[config.mk]
export PLATFORM = sky130hd
export DESIGN_NAME = mem_arbiter
export DESIGN_NICKNAME = d
export VERILOG_FILES = /design/src/rtl/mem_arbiter.sv
export SDC_FILE = /design/constraint.sdc
export NUM_CORES = 1
export LEC_CHECK = 0
export ABC_AREA = 1
export BUFFER_PORTS_ARGS = -buffer_cell sky130_fd_sc_hd__buf_2
export CORE_ASPECT_RATIO = 0.9
export CORE_MARGIN = 1.5
export CORE_UTILIZATION = 35
export DETAILED_ROUTE_END_ITERATION = 10
export GPL_TIMING_DRIVEN = 0
export PLACE_DENSITY = 0.87
export SLEW_MARGIN = 0
export SYNTH_ARGS = -nofsm -noshare
export SYNTH_HDL_FRONTEND = slang
export SYNTH_SLANG_ARGS = --single-unit
[constraint.sdc]
create_clock -name clk -period 4.1 [get_ports clk]
set_clock_uncertainty 0.1 [all_clocks]
set_input_delay 0.41 -clock clk [delete_from_list [all_inputs] [get_ports clk]]
set_output_delay 0.41 -clock clk [all_outputs]
set_load 0.05 [all_outputs]
[src/rtl/mem_arbiter.sv]
// Two-port round-robin arbiter sharing one RAM port between two cache requesters.
module mem_arbiter #(
  parameter int unsigned ADDR_W    = 10,
  parameter int unsigned DATA_W    = 20,
  parameter int unsigned MAX_BEATS = 4
) (
  input  logic              clk,
  input  logic              rst,
  input  logic              req0,
  input  logic              req1,
  input  logic              rw0,
  input  logic              rw1,
  input  logic [ADDR_W-1:0] addr0,
  input  logic [ADDR_W-1:0] addr1,
  input  logic [DATA_W-1:0] wdata0,
  input  logic [DATA_W-1:0] wdata1,
  output logic              ready0,
  output logic              ready1,
  output logic              gnt0,
  output logic              gnt1,
  output logic [DATA_W-1:0] rdata,
  output logic              mem_req,
  output logic              mem_rw,
  output logic [ADDR_W-1:0] mem_addr,
  output logic [DATA_W-1:0] mem_wdata,
  input  logic [DATA_W-1:0] mem_rdata,
  input  logic              mem_ready
);

  localparam int unsigned     CNT_W      = (MAX_BEATS > 0) ? $clog2(MAX_BEATS + 1) : 1;
  localparam logic [CNT_W-1:0] CNT_MAX   = CNT_W'(MAX_BEATS);
  localparam bit              PREEMPT_EN = (MAX_BEATS != 0);

  typedef enum logic [1:0] {
    IDLE,
    GNT0,
    GNT1
  } state_t;

  state_t             state_q, state_d;
  logic               last_gnt_q, last_gnt_d;
  logic [CNT_W-1:0]   beat_cnt_q, beat_cnt_d;

  // Next-state, round-robin choice and beat counting.
  // Preemption looks at the count including the current beat, so the port
  // yields right after its MAX_BEATS-th ready rather than one beat later.
  always_comb begin
    state_d    = state_q;
    last_gnt_d = last_gnt_q;
    beat_cnt_d = beat_cnt_q;
    unique case (state_q)
      IDLE: begin
        beat_cnt_d = '0;
        if (req0 && req1) begin
          if (last_gnt_q) begin
            state_d    = GNT0;
            last_gnt_d = 1'b0;
          end else begin
            state_d    = GNT1;
            last_gnt_d = 1'b1;
          end
        end else if (req0) begin
          state_d    = GNT0;
          last_gnt_d = 1'b0;
        end else if (req1) begin
          state_d    = GNT1;
          last_gnt_d = 1'b1;
        end
      end
      GNT0: begin
        if (req0 && mem_ready && (beat_cnt_q != CNT_MAX)) beat_cnt_d = beat_cnt_q + 1'b1;
        if (!req0 || (PREEMPT_EN && (beat_cnt_d == CNT_MAX) && req1)) state_d = IDLE;
      end
      GNT1: begin
        if (req1 && mem_ready && (beat_cnt_q != CNT_MAX)) beat_cnt_d = beat_cnt_q + 1'b1;
        if (!req1 || (PREEMPT_EN && (beat_cnt_d == CNT_MAX) && req0)) state_d = IDLE;
      end
      default: begin
        state_d    = IDLE;
        beat_cnt_d = '0;
      end
    endcase
  end

  // RAM port mux and per-requester handshakes, driven from the current owner.
  always_comb begin
    gnt0      = 1'b0;
    gnt1      = 1'b0;
    ready0    = 1'b0;
    ready1    = 1'b0;
    mem_req   = 1'b0;
    mem_rw    = 1'b0;
    mem_addr  = '0;
    mem_wdata = '0;
    rdata     = mem_rdata;
    unique case (state_q)
      GNT0: begin
        gnt0      = 1'b1;
        ready0    = req0 & mem_ready;
        mem_req   = req0;
        mem_rw    = rw0 & req0;
        mem_addr  = addr0;
        mem_wdata = wdata0;
      end
      GNT1: begin
        gnt1      = 1'b1;
        ready1    = req1 & mem_ready;
        mem_req   = req1;
        mem_rw    = rw1 & req1;
        mem_addr  = addr1;
        mem_wdata = wdata1;
      end
      default: ;
    endcase
  end

  // State registers with synchronous reset; port 0 wins the first tie.
  always_ff @(posedge clk) begin
    if (rst) begin
      state_q    <= IDLE;
      last_gnt_q <= 1'b1;
      beat_cnt_q <= '0;
    end else begin
      state_q    <= state_d;
      last_gnt_q <= last_gnt_d;
      beat_cnt_q <= beat_cnt_d;
    end
  end

endmodule

==> key figures <==
Yosys
  • Commonest cells in the netlist: nand2_1, a21oi_1, buf_4
  • Async S/R FF share, synth: 0%
  • Cell Area, Synth: 1115 sq um
  • Most used flip-flop cell after synthesis: dfxtp_1
  • Synth top area share: 31.99%
  • Count leader, synth: nand2_1
  • Mean Syn Cell Area: 5.137 sq um
  • Yosys top cell by area: nand2_1
  • Top cells by area, synth: nand2_1, a21oi_1, buf_4, dfxtp_1, ha_1
  • Syn Inst Count: 217
  • Ys Warns: 0
  • Sequential share of the synthesized area: 10.77%
  • Seq cells post-synth: 6
  • Netlist cell types: 17
  • Syn_nets: 309
  • Post-synth EDFFs: 0

STA
  • Maximum clock rate: 384.7 MHz
  • Pins Over Slew Limit: 0
  • Final Cycle Share: 63.41%
  • RSZ-0062 raised after global routing: no
  • Normalized max-slew margin: 69.83%
  • Worst-Margin Slew: 0.4526 ns
  • Final Setup Violations: 0
  • Min Tclk post-route: 2.600 ns
  • Fin Setup TNS: 0 ns
  • Final Hold Vio Count: 0

Die
  • Full die area: 3533 sq um
  • Io pins: 143
  • Initial Util: 36.64%
  • Row count: 19
  • Die height: 56.54 um
  • Chip Width: 62.49 um
  • CORE AREA: 3043 sq um

Clocking
  • Total CTS buffers: 3
  • CTS resizes: 0
  • H-tree Lvls: 1
  • Hold-fix buffers, CTS: 0
  • Worst-path clk slew: 0.05 ns
  • Clk Latency, worst-skew pair: 0.25 ns
  • CTS tree: built
  • CTS Buffer Depth: 2
  • Sink Count: 6
  • Post-CTS setup buffer count: 0
  • CTS root buffer: clkbuf_4

GRT
  • Initial antenna violation count: 0
  • Vias in the first global route: 1536
  • Largest net degree at the start of global routing: 11
  • GRT Residual Overflow: 0
  • First-pass GRT wire length: 6327 um
  • Total GRT Usage: 21.83%

Power and ir drop
  • Worst vdd rail ir drop: 0.1140 mV
  • LEAKAGE: 1.021 nW
  • PD cells: 243.0 nW/um^2

Detailed routing
  • Drt initial violations: 94
  • DRT Pass-1 Iters: 4
  • DRT antenna net count: 0
  • Via count: 1766
  • Vias/cell: 4.599
  • DRC errors left: 0
  • Routed len/inst: 10.47 um
  • Total wire length: 4019 um

Layout
  • Net count, final: 436
  • Layout cell share with drive strength beyond 1: 45.03%
  • Final cell count without fillers: 384
  • # fillers: 341
  • Antenna cells: 0
  • Area occupied by multi-input gates: 742.0 sq um
  • P&R area growth vs syn: 61.50%
  • Sequential Area: 120.1 sq um

Critical path
  • Worst path buffer plus inverter count: 4
  • Crit path arrival time: 2.09 ns
  • CP cell instances: inv_1 -> ha_1 -> clkbuf_1 -> clkbuf_1 -> nand2_1 -> a21oi_1 -> buf_2
  • Max stage delay on crit path: 0.40 ns
  • Crit path capture type: output pin
  • CP required: 3.59 ns
  • Crit-path most repeated cell: clkbuf_1
  • CP max FO: 10
  • Top delay family on crit path: buffers and inverters
  • Worst path slowest cell: clkbuf_1
  • Critical path type: register to output pin
  • Setup crit start kind: register

Outcome
  • Status: completed

Placement
  • IO Port Bufs: 122
  • Routability cong.: 0.8644
  • Post-DP HPWL: 3397 um
  • Placed Cells: 381

Run
  • Max-cap viol count: 0

Min path
  • Tightest Hold Check Type: input port to register
flip-flops by register name, indices dropped and copies added, names as in the netlist:
| register | cells |
|---|---|
| last_gnt_q | 1 |
| beat_cnt_q | 3 |
| state_q | 2 |
cells in the final DEF, fill, tap and decap left out, drive strengths merged, types with 2 or more instances in the layout:
master and count:
nand3 8, buf 143, clkbuf 13, nor2 11, inv 15, nand2 100, a21oi 37, ha 5
o21ai 2, dfxtp 6
power by group:
part           internal [mW]  switching (mW)
clock                 0.0333          0.0245
combinational         0.0889           0.225
sequential            0.0628         0.00287
cell type report:
cell class / count / area share, %
buffer: 31 / 10.63
clock buffer: 3 / 1.251
inverter: 16 / 3.405
multi-input combinational: 164 / 41.21
sequential: 6 / 6.671
tap: 42 / 2.919
timing repair buffer: 122 / 33.91
logic make-up (layout without fill, tap and decap cells):
family | after synthesis | count (layout) | share of synthesized area (%)
simple gates | 120 | 120 | 43.43
fa+ha+maj | 5 | 5 | 5.612
compound gates | 39 | 39 | 17.51
flops | 6 | 6 | 10.77
buf+inv | 47 | 172 | 22.67
per-layer routing:
| metal | vias up | routed length (um) | global-route usage [%] |
|---|---|---|---|
| li1 | 907 | - | - |
| met1 | 785 | 1556 | 24.75 |
| met2 | 70 | 2082 | 40.86 |
| met3 | 4 | 335 | 4.609 |
| met4 | 0 | 44 | 6.667 |
| met5 | - | 0 | 0 |
final timing paths:
path,cells past startpoint,slack (ns),endpoint,start
max,7,1.50,mem_wdata[19],state_q[1]
min,2,0.24,state_q[1],rst
max reg2reg,13,2.39,state_q[0],beat_cnt_q[0]
min reg2reg,2,0.39,state_q[1],state_q[1]
worst reg2reg max path, delay by kind of cell, from the launching register on:
| family | cells | cell delay (ns) |
|---|---|---|
| AND/OR/NAND/NOR | 9 | 0.70 |
| adder cells (fa/ha/maj) | 1 | 0.21 |
| buffers and inverters | 2 | 0.14 |
| flip-flops | 1 | 0.37 |
| AO/OA/AOI/OAI | 1 | 0.11 |
through the flow:
step	instance area, sq um	utilization (%)	worst slack, ns	power [mW]	hold slack (ns)
3_5_place_dp	1778	58.43	1.791	0.3814	0.3800
3_3_place_gp	1778	58.43	1.799	0.3778	0.3717
2_1_floorplan	1115	-	1.350	0.2949	0.3499
5_1_grt	1800	59.17	1.352	0.4692	0.2523
4_1_cts	1800	59.17	1.515	0.4386	0.2410
6_report	1800	59.17	1.500	0.4374	0.2391
Note: power is estimated with default switching activity, not from simulation.
